`src/rtl/spm_pkg.sv`:
```
// Shared definitions for the RISC_SPM core, its memory and the boot loader.
package spm_pkg;

  localparam int unsigned SPM_ADDR_W = 8;
  localparam int unsigned SPM_DATA_W = 8;

  typedef enum logic [1:0] {
    CLEAR = 2'd0,
    LOAD  = 2'd1,
    RUN   = 2'd2,
    ERR   = 2'd3
  } boot_state_t;

endpackage

```
`src/rtl/spm_boot_csum.sv`:
```
// Modulo-2**DATA_W running sum of program beats, compared against the
// checksum carried by the final beat. Used only when BOOT_CHECKSUM_EN is defined.
module spm_boot_csum #(
  parameter int unsigned DATA_W = 8
) (
  input  logic              clk,
  input  logic              rst,
  input  logic              clr,
  input  logic              add,
  input  logic [DATA_W-1:0] data,
  input  logic [DATA_W-1:0] expected,
  output logic              match
);

  logic [DATA_W-1:0] acc;

  // Accumulator: zeroed on entry to LOAD, sums every non-final accepted beat.
  always_ff @(posedge clk or negedge rst) begin
    if (!rst) begin
      acc <= '0;
    end else if (clr) begin
      acc <= '0;
    end else if (add) begin
      acc <= acc + data;
    end
  end

  assign match = (acc == expected);

endmodule

```
`src/rtl/spm_boot_loader.sv`:
```
// Program loader for the RISC_SPM memory: clears every word, streams an
// (address, data) program into the RAM write port, then releases the CPU.
// Optional feature macro: BOOT_CHECKSUM_EN (final beat carries a checksum).
module spm_boot_loader
  import spm_pkg::*;
#(
  parameter int unsigned ADDR_W = SPM_ADDR_W,
  parameter int unsigned DATA_W = SPM_DATA_W
) (
  input  logic              clk,
  input  logic              rst,
  input  logic              boot_req,
  input  logic              in_valid,
  output logic              in_ready,
  input  logic [ADDR_W-1:0] in_addr,
  input  logic [DATA_W-1:0] in_data,
  input  logic              in_last,
  output logic              mem_we,
  output logic [ADDR_W-1:0] mem_addr,
  output logic [DATA_W-1:0] mem_wdata,
  output logic              cpu_rst,
  output logic              done,
  output logic              err
);

  boot_state_t       state_q, state_d;
  logic [ADDR_W:0]   cnt_q, cnt_d;
  logic              we_d, rdy_d, cpu_rst_d, done_d;
  logic [ADDR_W-1:0] addr_d;
  logic [DATA_W-1:0] wdata_d;
  logic              accept;

  assign accept = in_valid && in_ready;

`ifdef BOOT_CHECKSUM_EN
  logic csum_match;
  logic err_d;

  spm_boot_csum #(
    .DATA_W (DATA_W)
  ) u_csum (
    .clk      (clk),
    .rst      (rst),
    .clr      ((state_q == CLEAR) && cnt_q[ADDR_W]),
    .add      (accept && !in_last),
    .data     (in_data),
    .expected (in_data),
    .match    (csum_match)
  );
`endif

  // Next state and next values of every registered output.
  always_comb begin
    state_d   = state_q;
    cnt_d     = cnt_q;
    we_d      = 1'b0;
    addr_d    = mem_addr;
    wdata_d   = mem_wdata;
    rdy_d     = 1'b0;
    cpu_rst_d = 1'b0;
    done_d    = 1'b0;
`ifdef BOOT_CHECKSUM_EN
    err_d     = 1'b0;
`endif
    case (state_q)
      CLEAR: begin
        // Counter is one bit wider than the address so reaching the depth
        // is visible in its MSB rather than wrapping back to 0.
        if (!cnt_q[ADDR_W]) begin
          we_d    = 1'b1;
          addr_d  = cnt_q[ADDR_W-1:0];
          wdata_d = '0;
          cnt_d   = cnt_q + 1'b1;
        end else begin
          cnt_d   = '0;
          rdy_d   = 1'b1;
          state_d = LOAD;
        end
      end
      LOAD: begin
        rdy_d = 1'b1;
        if (accept) begin
          we_d    = 1'b1;
          addr_d  = in_addr;
          wdata_d = in_data;
          if (in_last) begin
            rdy_d = 1'b0;
`ifdef BOOT_CHECKSUM_EN
            // Final beat is the checksum, not program data.
            we_d    = 1'b0;
            addr_d  = mem_addr;
            wdata_d = mem_wdata;
            state_d = csum_match ? RUN : ERR;
`else
            state_d = RUN;
`endif
          end
        end
      end
      RUN: begin
        // Restart issues clear address 0 on the same edge, so the counter
        // resumes from 1 to keep CLEAR at exactly 2**ADDR_W writes.
        if (boot_req) begin
          state_d = CLEAR;
          we_d    = 1'b1;
          addr_d  = '0;
          wdata_d = '0;
          cnt_d   = {{ADDR_W{1'b0}}, 1'b1};
        end else begin
          cpu_rst_d = 1'b1;
          done_d    = 1'b1;
        end
      end
`ifdef BOOT_CHECKSUM_EN
      ERR: begin
        if (boot_req) begin
          state_d = CLEAR;
          we_d    = 1'b1;
          addr_d  = '0;
          wdata_d = '0;
          cnt_d   = {{ADDR_W{1'b0}}, 1'b1};
        end else begin
          err_d = 1'b1;
        end
      end
`endif
      default: begin
        state_d = CLEAR;
        cnt_d   = '0;
      end
    endcase
  end

  // State, clear counter and all outputs registered; async active-low reset.
  always_ff @(posedge clk or negedge rst) begin
    if (!rst) begin
      state_q   <= CLEAR;
      cnt_q     <= '0;
      mem_we    <= 1'b0;
      mem_addr  <= '0;
      mem_wdata <= '0;
      in_ready  <= 1'b0;
      cpu_rst   <= 1'b0;
      done      <= 1'b0;
    end else begin
      state_q   <= state_d;
      cnt_q     <= cnt_d;
      mem_we    <= we_d;
      mem_addr  <= addr_d;
      mem_wdata <= wdata_d;
      in_ready  <= rdy_d;
      cpu_rst   <= cpu_rst_d;
      done      <= done_d;
    end
  end

`ifdef BOOT_CHECKSUM_EN
  // Checksum failure flag, held while in ERR.
  always_ff @(posedge clk or negedge rst) begin
    if (!rst) begin
      err <= 1'b0;
    end else begin
      err <= err_d;
    end
  end
`else
  assign err = 1'b0;
`endif

endmodule
```
`config.mk`:
```
export PLATFORM = sky130hd
export DESIGN_NAME = spm_boot_loader
export DESIGN_NICKNAME = d
export VERILOG_FILES = /design/src/rtl/spm_pkg.sv /design/src/rtl/spm_boot_csum.sv /design/src/rtl/spm_boot_loader.sv
export SDC_FILE = /design/constraint.sdc
export NUM_CORES = 1
export LEC_CHECK = 0
export ABC_AREA = 1
export CORE_MARGIN = 2
export CORE_UTILIZATION = 43
export CTS_CLUSTER_DIAMETER = 150
export CTS_CLUSTER_SIZE = 28
export DETAILED_ROUTE_END_ITERATION = 7
export PLACE_DENSITY_LB_ADDON = 0.12
export SYNTH_ARGS = -nofsm -noshare
export SYNTH_HDL_FRONTEND = slang
export SYNTH_HIERARCHICAL = 1
export SYNTH_SLANG_ARGS = --single-unit
```
`constraint.sdc`:
```
create_clock -name clk -period 1.6 [get_ports clk]
set_clock_uncertainty 0.15 [all_clocks]
set_input_delay 0.32 -clock clk [delete_from_list [all_inputs] [get_ports clk]]
set_output_delay 0.32 -clock clk [all_outputs]
set_load 0.05 [all_outputs]
```
==> impl_metrics.yaml <==
pwr:
  comb_power_share: 0.666
  p_int_mw: 2.84
  power.share.sequential: 0.242
  p_per_area_nw_per_um2: 2140
  worst_ir_drop_vdd_v: 0.00150
  p_leak_nw: 1.14
  switching_share: 0.473
  p_total_mw: 5.38
  pwr-share-clk: 0.092
  p_switching_mw: 2.54
final_layout:
  nFillCells: 251
  layout_commonest_cell: "nand2_1"
  final_util: 0.734
  layout_common_cells: "nand2_1 (51), dfrtp_1 (29), buf_12 (22)"
  layout-drive-gt1-share: 0.298
  final_cells: 291
  design_area_sq_um: 2510
  insertedDiodeCount: 0
  final_nets: 270
  area_delta_synth_final_pct: 60.7
synthesis:
  seq_area_frac_synth: 0.481
  synthAdderAreaFrac: 0.0401
  synthXorXnorAreaFrac: 0
  synth_mux_area_frac: 0
  syn_inst: 188
  syn-mean-instance-area_sq_um: 8.31
  syn_area_sq_um: 1560
  synth_fp_nets: 214
  synth-compound-area-share: 0.132
  synth_top_family_by_area: "simple AND/OR/NAND/NOR gates"
  synthSimpleGateAreaFrac: 0.264
  ys_ff_latch: 30
  synthDistinctLibCells: 22
  yosys_warnings: 6
placed_design:
  place_area_sq_um: 2270
  place_inst: 278
  portBuffers: 40
  place_hpwl_um: 2870
  dpl_worst_slack_ns: -0.142
  place_congestion: 0.896
worst_setup_path:
  crit_chain: "buf_4 > ha_4 > nand2_4 > nand2_4 > o21ai_0 > a21oi_1"
  crit_top_cell: "nand2_4"
  path_buf_inv: 1
  path_delay_family: "flip-flops"
  slowest_delay_ns: 0.42
  critPathCaptureType: "register"
  cp_max_fo: 6
  crit_slowest_cell: "dfrtp_1"
  critPathArrivalTime_ns: 1.68
  worstPathRequired_ns: 1.66
  startpoint_type: "register"
  critical_path_class: "register to register"
routing:
  avgRoutedWirePerCell_um: 14.1
  routed-via-count: 1489
  drt_drc_violations_left: 0
  drt_wl_total_um: 4100
  ant_nets: 0
  drt_pass1_iterations: 4
  drt-initial-drc-count: 77
  drt-vias-per-instance: 5.12
clock_tree:
  cts.sinks: 30
  cts_tree: "built"
  cts_max_level: 2
  hold_buffers: 0
  clkTransAtPathRegs_ns: 0.11
  clk_latency_ns: 0.35
  root_buffer: "clkbuf_4"
  clk_path_buf_depth: 2
  cts_buffers: 5
timing:
  finalMaxSlewViolations: 0
  rsz0062_at_grt: "yes"
  setup_tns_ns: -0.0175
  whs_ns: 0.165
  final-setup-viol-count: 1
  fin_crit_ns: 1.62
  post-route-period-util: 1.01
  final-hold-violation-count: 0
  fmax_ghz: 0.618
  timing.final.ws_setup_ns: -0.0175
status:
  status: "finished, violations left"
  violations: "setup timing"
global_routing:
  grt.overflow.total: 0
  grt_use_total: 0.213
  antenna_found_initial: 0
  first_global_vias: 1520
  grt_max_degree: 31
  grt_pass1_wl_um: 6720
floorplan:
  start_util: 0.457
  fp-row-count: 21
  core_area_sq_um: 3420
  dieArea_sq_um: 4130
  io_pins: 42
  die_h_um: 64.3
  dieWidth_um: 64.3
hold_path:
  min_path_type: "primary input to asynchronous set/reset pin"
job:
  maxCapViolCount: 0
==> power groups by stage <==
stage / Combinational, mW / Clock (mW) / Sequential, mW
after floorplan: 1.21 / 0 / 1.82
after global placement: 3.08 / 0 / 1.28
after detailed placement: 3.13 / 0 / 1.30
after CTS: 3.19 / 0.501 / 1.29
after global routing: 3.85 / 0.536 / 1.34
final: 3.58 / 0.494 / 1.30
==> synthesized netlist by cell type, drive strengths merged <==
master	number	area, sq um
a21oi	11	66.3
buf	7	55.1
conb	1	3.75
dfrtp	30	751
ha	5	62.6
inv	19	71.3
nand2	56	228
nand3	20	100
nand4	1	6.26
nor2	15	71.3
o21ai	22	140
or2	1	6.26
==> layer usage <==
layer  part of all wire  wire length (um)  up-vias  global-route usage
li1                   -                 -      713                   -
met2               0.51              2080       51               0.365
met1               0.42              1710      713               0.251
met5                  0                 0        -                   0
met4              0.021                85        0               0.109
met3              0.053               219       12              0.0458
==> area by class of cell <==
type	count	area, sq um	area share
Tap cell	46	57.6	0.0229
Multi-Input combinational cell	133	801	0.319
Clock buffer	7	55.1	0.0219
Timing Repair Buffer	55	757	0.302
Inverter	19	81.3	0.0324
Sequential cell	30	752	0.300
Clock inverter	1	5.00	0.00200
==> worst register-to-register path, cell delays in order, from the launching register on <==
cell and delay [ns]:
dfrtp_1 0.42, buf_4 0.17, ha_4 0.17, nand2_4 0.10
nand2_4 0.09, o21ai_0 0.26, a21oi_1 0.13
==> registers in the layout (all words and copies together), names as in the netlist <==
name       cells
done           1
in_ready       1
mem_addr       8
cnt_q          9
mem_wdata      8
mem_we         1
state_q        2
==> cells by family (layout without fill, tap and decap cells) <==
logic type | count (synthesis) | after routing
buf+inv | 26 | 82
simple gates | 93 | 94
flops | 30 | 30
fa+ha+maj | 5 | 5
compound gates | 33 | 33
other cells | 1 | 1
==> final timing paths <==
kind | startpoint | endpoint | slack [ns] | cells past startpoint
setup / recovery | state_q[1] | cnt_q[3] | -0.02 | 6
setup reg to reg | state_q[1] | cnt_q[3] | -0.02 | 6
hold / removal | rst | mem_wdata[6] | 0.17 | 2
max in group asynchronous | rst | state_q[0] | 0.95 | 2
hold reg to reg | mem_addr[2] | mem_addr[2] | 0.39 | 2
min in group clk | in_data[6] | mem_wdata[6] | 0.37 | 3
==> repair_timing <==
item | 4_1_cts | 5_1_grt
endpoints found under the setup margin | 21 | 28
pin swaps | 0 | 2
gates resized for setup | 1 | 32
cloned | 0 | 1
buffers inserted | 1 | 3
Note: power is estimated with default switching activity, not from simulation.
